$ cat config.mk
export PLATFORM = sky130hd
export DESIGN_NAME = chip8_fetch
export DESIGN_NICKNAME = d
export VERILOG_FILES = /design/src/rtl/chip8_fetch.sv
export SDC_FILE = /design/constraint.sdc
export NUM_CORES = 1
export LEC_CHECK = 0
export ABC_AREA = 1
export BUFFER_PORTS_ARGS = -buffer_cell sky130_fd_sc_hd__buf_4
export CAP_MARGIN = 10
export CORE_AREA = 2 2 77 79
export CTS_CLUSTER_DIAMETER = 40
export DETAILED_ROUTE_END_ITERATION = 8
export DIE_AREA = 0 0 79 81
export SLEW_MARGIN = 20
export SYNTH_ARGS = -nofsm -noshare
export SYNTH_HDL_FRONTEND = slang
export SYNTH_SLANG_ARGS = --single-unit
$ cat constraint.sdc
create_clock -name clk -period 1.8 [get_ports clk]
set_clock_uncertainty 0.15 [all_clocks]
set_input_delay 0.36 -clock clk [delete_from_list [all_inputs] [get_ports clk]]
set_output_delay 0.36 -clock clk [all_outputs]
set_load 0.02 [all_outputs]
$ cat src/rtl/chip8_fetch.sv
`default_nettype none
// ============================================================================
// Module   : chip8_fetch
// Purpose  : CHIP-8 instruction fetch. Reads two big-endian bytes from a
//            1-cycle-latency synchronous memory and presents one 16-bit
//            opcode over valid/ready. Owns the PC.
//            Optional pc_misalign output: CHIP8_FETCH_ALIGN_CHECK_EN.
// Revision : 1.0 - initial release
// ============================================================================
module chip8_fetch #(
    parameter int                   ADDR_W   = 12,
    parameter logic [ADDR_W-1:0]    RESET_PC = ADDR_W'(12'h200)
) (
    input  logic                clk,
    input  logic                rst,
    input  logic                fetch_en,
    output logic [ADDR_W-1:0]   mem_addr,
    input  logic [7:0]          mem_data,
    input  logic                pc_load,
    input  logic [ADDR_W-1:0]   pc_load_val,
    output logic [15:0]         instr,
    output logic                instr_valid,
    input  logic                instr_ready,
    output logic [ADDR_W-1:0]   pc
`ifdef CHIP8_FETCH_ALIGN_CHECK_EN
    ,
    output logic                pc_misalign
`endif
);

    typedef enum logic [2:0] {
        S_IDLE     = 3'd0,
        S_FETCH_HI = 3'd1,
        S_FETCH_LO = 3'd2,
        S_CAPTURE  = 3'd3,
        S_HOLD     = 3'd4
    } state_t;

    state_t             r_state;
    state_t             w_state_nxt;
    logic [ADDR_W-1:0]  r_pc;
    logic [ADDR_W-1:0]  w_pc_nxt;
    logic [7:0]         r_hi;
    logic [7:0]         w_hi_nxt;
    logic [15:0]        r_instr;
    logic [15:0]        w_instr_nxt;
    logic               r_valid;
    logic               w_valid_nxt;
    logic [ADDR_W-1:0]  w_pc_inc1;
    logic [ADDR_W-1:0]  w_pc_inc2;

    // Increments wrap naturally at the PC width.
    assign w_pc_inc1 = r_pc + ADDR_W'(1);
    assign w_pc_inc2 = r_pc + ADDR_W'(2);

    assign mem_addr    = (r_state == S_FETCH_LO) ? w_pc_inc1 : r_pc;
    assign instr       = r_instr;
    assign instr_valid = r_valid;
    assign pc          = r_pc;

`ifdef CHIP8_FETCH_ALIGN_CHECK_EN
    assign pc_misalign = r_valid & r_pc[0];
`endif

    always_ff @(posedge clk or posedge rst) begin
        if (rst) begin
            r_state <= S_IDLE;
            r_pc    <= RESET_PC;
            r_hi    <= 8'h00;
            r_instr <= 16'h0000;
            r_valid <= 1'b0;
        end else begin
            r_state <= w_state_nxt;
            r_pc    <= w_pc_nxt;
            r_hi    <= w_hi_nxt;
            r_instr <= w_instr_nxt;
            r_valid <= w_valid_nxt;
        end
    end

    always_comb begin
        w_state_nxt = r_state;
        w_pc_nxt    = r_pc;
        w_hi_nxt    = r_hi;
        w_instr_nxt = r_instr;
        w_valid_nxt = r_valid;

        case (r_state)
            S_IDLE: begin
                if (fetch_en) w_state_nxt = S_FETCH_HI;
            end
            S_FETCH_HI: begin
                w_state_nxt = S_FETCH_LO;
            end
            S_FETCH_LO: begin
                w_hi_nxt    = mem_data;
                w_state_nxt = S_CAPTURE;
            end
            S_CAPTURE: begin
                w_instr_nxt = {r_hi, mem_data};
                w_valid_nxt = 1'b1;
                w_state_nxt = S_HOLD;
            end
            S_HOLD: begin
                if (r_valid && instr_ready) begin
                    w_valid_nxt = 1'b0;
                    w_pc_nxt    = w_pc_inc2;
                    w_state_nxt = fetch_en ? S_FETCH_HI : S_IDLE;
                end
            end
            default: begin
                w_state_nxt = S_IDLE;
            end
        endcase

        // A redirect overrides everything, including a same-cycle accept;
        // the in-flight opcode is dropped and instr keeps its old value.
        if (pc_load) begin
            w_pc_nxt    = pc_load_val;
            w_valid_nxt = 1'b0;
            w_instr_nxt = r_instr;
            w_state_nxt = fetch_en ? S_FETCH_HI : S_IDLE;
        end
    end

endmodule
`default_nettype wire
==> out/results.md <==
Run status
- **status** finished with violations
- **violated checks** negative setup slack

Clock tree
- **Clock H-tree levels** 2
- **root buffer cell** sky130_fd_sc_hd__clkbuf_8
- **clock-pin slew on the worst setup and hold paths** 0.08 ns
- **Skew-Pair Late Insertion Delay** 0.29 ns
- **TritonCTS clock tree** yes
- **Clock Tree Buf Depth** 2
- **clock net sink count** 40
- **Inserted Clock Buffers** 5

STA
- **final critical-path setup slack** -0.246 ns
- **Setup TNS Final** -2.45 ns
- **transition time of the tightest slew-check pin** 0.458 ns
- **final critical path time including I/O delays and setup** 2.05 ns
- **RSZ-0062 raised after global routing** true
- **minimum hold slack** 0.132 ns
- **number of hold violations in the final report** 0
- **Achievable Freq** 489 MHz
- **Max-Slew Margin vs Limit** 0.694
- **count of final setup violators** 12
- **ratio of final minimum period to clock period** 1.14
- **Max Transition Viols Final** 0

Setup path
- **critical-path cell list** nand2_2, inv_2, nand3_2, nor2_4, xor2_2, buf_6
- **crit path max-delay cell type** sky130_fd_sc_hd__dfstp_2
- **required time of the worst setup path** 1.29 ns
- **reg2reg setup slack** 0.13 ns
- **Worst path max stage delay** 0.54 ns
- **Worst Path Arrival** 1.54 ns
- **CP Class** flip-flop to output port
- **kind of end point of the critical path** output port
- **maximum fanout encountered on the critical timing path** 2
- **count of buffering cells on the critical path with inverters included** 2
- **element type at the critical path start** flip-flop
- **cell type group with the largest total delay on the critical path** flip-flops

Drt
- **routed metal-1 wirelength** 2420 µm
- **remaining antenna violation count** 0
- **vias per cell** 4.71
- **Final Routed Wirelength** 5560 µm
- **uppermost signal routing layer after detailed routing** met4
- **amount of wire on met2 after detailed routing** 2660 µm
- **Initial DRC Count** 51
- **DRC errors left** 0
- **vias after detailed routing** 1987
- **total met3 wirelength after detailed routing** 368 µm
- **total iterations of the first detailed-routing run** 4
- **wire length per cell after detailed routing** 13.2 µm

Die
- **placement row count** 28
- **Die Footprint** 6400 µm²
- **io pins** 66
- **die height** 81 µm
- **effective utilization at floorplan** 0.376
- **Horiz. Die Dim** 79 µm
- **floorplan core area** 5680 µm²

Synthesis
- **number of storage elements in the synthesis netlist** 40
- **multiplexer area fraction after synthesis** 0.0475
- **total number of yosys warnings** 0
- **xor/xnor cell area share of the yosys netlist** 0.0370
- **Compound-Gate Fraction of Synth Area** 0.0781
- **top cell type's share of synthesized area** 0.458
- **Syn Nets** 279
- **synth top area cells** sky130_fd_sc_hd__dfrtp_1 (46%), sky130_fd_sc_hd__nand2_1 (12%), sky130_fd_sc_hd__o21ai_0 (5.6%)
- **synthesized instance count** 252
- **adder-cell area share of the yosys netlist** 0.0117
- **share of synthesized area occupied by flip-flops and latches** 0.470
- **Mapped Area** 2130 µm²
- **average size of a mapped cell** 8.46 µm²
- **leading area contributor after synthesis** sky130_fd_sc_hd__dfrtp_1
- **number of distinct library cells after synthesis** 33
- **Synth Area in Simple Gates** 0.283
- **main combinational cell family by area after synthesis** simple AND/OR/NAND/NOR gates

Cells and area
- **most common cell after layout, fill and taps aside** sky130_fd_sc_hd__buf_4
- **# fillers** 566
- **area growth from synthesis to layout** 47.1%
- **final design instance area without fill** 3140 µm²
- **NumNets Final** 373
- **number of cells in the finished layout apart from fillers** 422
- **area occupied by multi-input gates** 1100 µm²
- **fraction of final layout cells sized beyond drive strength 1** 0.458
- **flip-flop and latch area** 1010 µm²
- **total inserted antenna cells** 0
- **final cell utilization of the core** 0.552
- **most used cells in the layout excluding fill and tap cells** sky130_fd_sc_hd__buf_4 (87), sky130_fd_sc_hd__nand2_1 (62), sky130_fd_sc_hd__dfrtp_1 (32), sky130_fd_sc_hd__inv_1 (23), sky130_fd_sc_hd__o21ai_0 (21)

Placement
- **worst slack at placement** 0.0131 ns
- **Port Buffer Count** 65
- **placed instance count** 406
- **estimated wirelength of the detail-placed design** 4160 µm
- **placement-stage cell area** 2880 µm²
- **final weighted congestion of routability-driven global placement** 0.904

Global route
- **via count of the first global-routing pass** 1967
- **overflow left after global routing** 0
- **largest net degree at the start of global routing** 19
- **number of antenna violations at the first check in global routing** 0
- **global-route wire length before repair** 9300 µm
- **overall track demand over capacity in global routing** 0.187

Job
- **number of max-capacitance violations reported** 0

Power and ir drop
- **static leakage** 1.60 nW
- **Power Dens Cells** 1130 nW/µm²
- **Max VDD drop** 709 µV
- **final total power** 3.55 mW

Worst hold path
- **classification of the worst-slack hold path** input pin to flip-flop

-- sequential cells by signal, summed over array words and instances, names as in the netlist --
signal / flops
r_state: 3
r_hi: 8
pc: 12
instr_valid: 1
instr: 16
-- report_power, final --
group / internal [mW] / total (mW) / switching (mW)
logic: 0.706 / 1.54 / 0.830
registers: 1.21 / 1.41 / 0.198
clock network: 0.276 / 0.605 / 0.329
total: 2.20 / 3.55 / 1.36
-- worst min-delay path, stage by stage --
cell and delay, ns:
sky130_fd_sc_hd__buf_4 0.08, sky130_fd_sc_hd__nand2_1 0.04, sky130_fd_sc_hd__o21ai_0 0.06
-- routing by layer --
| metal | GRT usage | vias up |
|---|---|---|
| li1 | - | 989 |
| met1 | 0.226 | 924 |
| met2 | 0.329 | 64 |
| met3 | 0.0467 | 10 |
| met4 | 0.0621 | 0 |
| met5 | 0 | - |
-- worst paths after layout --
kind                                      from            to  depth (start not counted)
worst max-delay path                     pc[9]  mem_addr[10]                          6
worst min-delay path            pc_load_val[0]         pc[0]                          3
worst max register to register      r_state[0]         pc[5]                          8
worst min register to register         r_hi[7]       r_hi[7]                          2
max in group asynchronous                  rst      instr[5]                          4
min in group asynchronous                  rst      instr[9]                          3
-- repair_timing --
| action | 4_1_cts | 5_1_grt |
|---|---|---|
| hold buffers | 1 | 0 |
| resized for setup | 15 | 14 |
| pin swaps | 6 | 6 |
| endpoints found under the setup margin | 12 | 12 |
| setup buffers | 6 | 1 |
| endpoints found under the hold margin | 7 | 0 |
-- layout make-up --
class                      count  area share
tap                           75      0.0299
sequential                    40       0.322
clock buffer                   6      0.0231
inverter                      31      0.0379
multi-input combinational    175       0.352
clock inverter                 2     0.00519
timing repair buffer          93       0.229
-- cells in the mapped netlist --
library cell               count
sky130_fd_sc_hd__or2_2         1
sky130_fd_sc_hd__buf_2         3
sky130_fd_sc_hd__nor3_1        3
sky130_fd_sc_hd__nand4_1       3
sky130_fd_sc_hd__nand3_4       1
sky130_fd_sc_hd__nor2_1       12
sky130_fd_sc_hd__o21ai_0      24
sky130_fd_sc_hd__nor3_2        1
sky130_fd_sc_hd__nand2_2       4
sky130_fd_sc_hd__nand2_4       2
sky130_fd_sc_hd__inv_1        27
sky130_fd_sc_hd__mux2_2        5
sky130_fd_sc_hd__o21ai_1       2
sky130_fd_sc_hd__dfstp_2       1
sky130_fd_sc_hd__nor2_8        1
sky130_fd_sc_hd__inv_2         2
sky130_fd_sc_hd__nand2_1      67
sky130_fd_sc_hd__ha_1          2
sky130_fd_sc_hd__xor2_1        8
sky130_fd_sc_hd__nand3_1      20
sky130_fd_sc_hd__xnor2_1       1
sky130_fd_sc_hd__o22ai_1       1
sky130_fd_sc_hd__dfrtp_1      39
sky130_fd_sc_hd__clkbuf_2      1
sky130_fd_sc_hd__o211ai_1      4
sky130_fd_sc_hd__inv_4         1
sky130_fd_sc_hd__clkbuf_1      1
sky130_fd_sc_hd__clkinv_1      1
sky130_fd_sc_hd__buf_6         1
sky130_fd_sc_hd__mux2_4        3
sky130_fd_sc_hd__nor2_2        7
sky130_fd_sc_hd__nor4_1        1
sky130_fd_sc_hd__nor2_4        2
-- logic make-up (layout without fill, tap and decap cells) --
kind of cell,count (synthesis),count (layout)
simple gates,125,125
flops,40,40
buf+inv,37,132
compound gates,31,31
xor+xnor,9,9
mux,8,8
fa+ha+maj,2,2
Note: power is estimated with default switching activity, not from simulation.
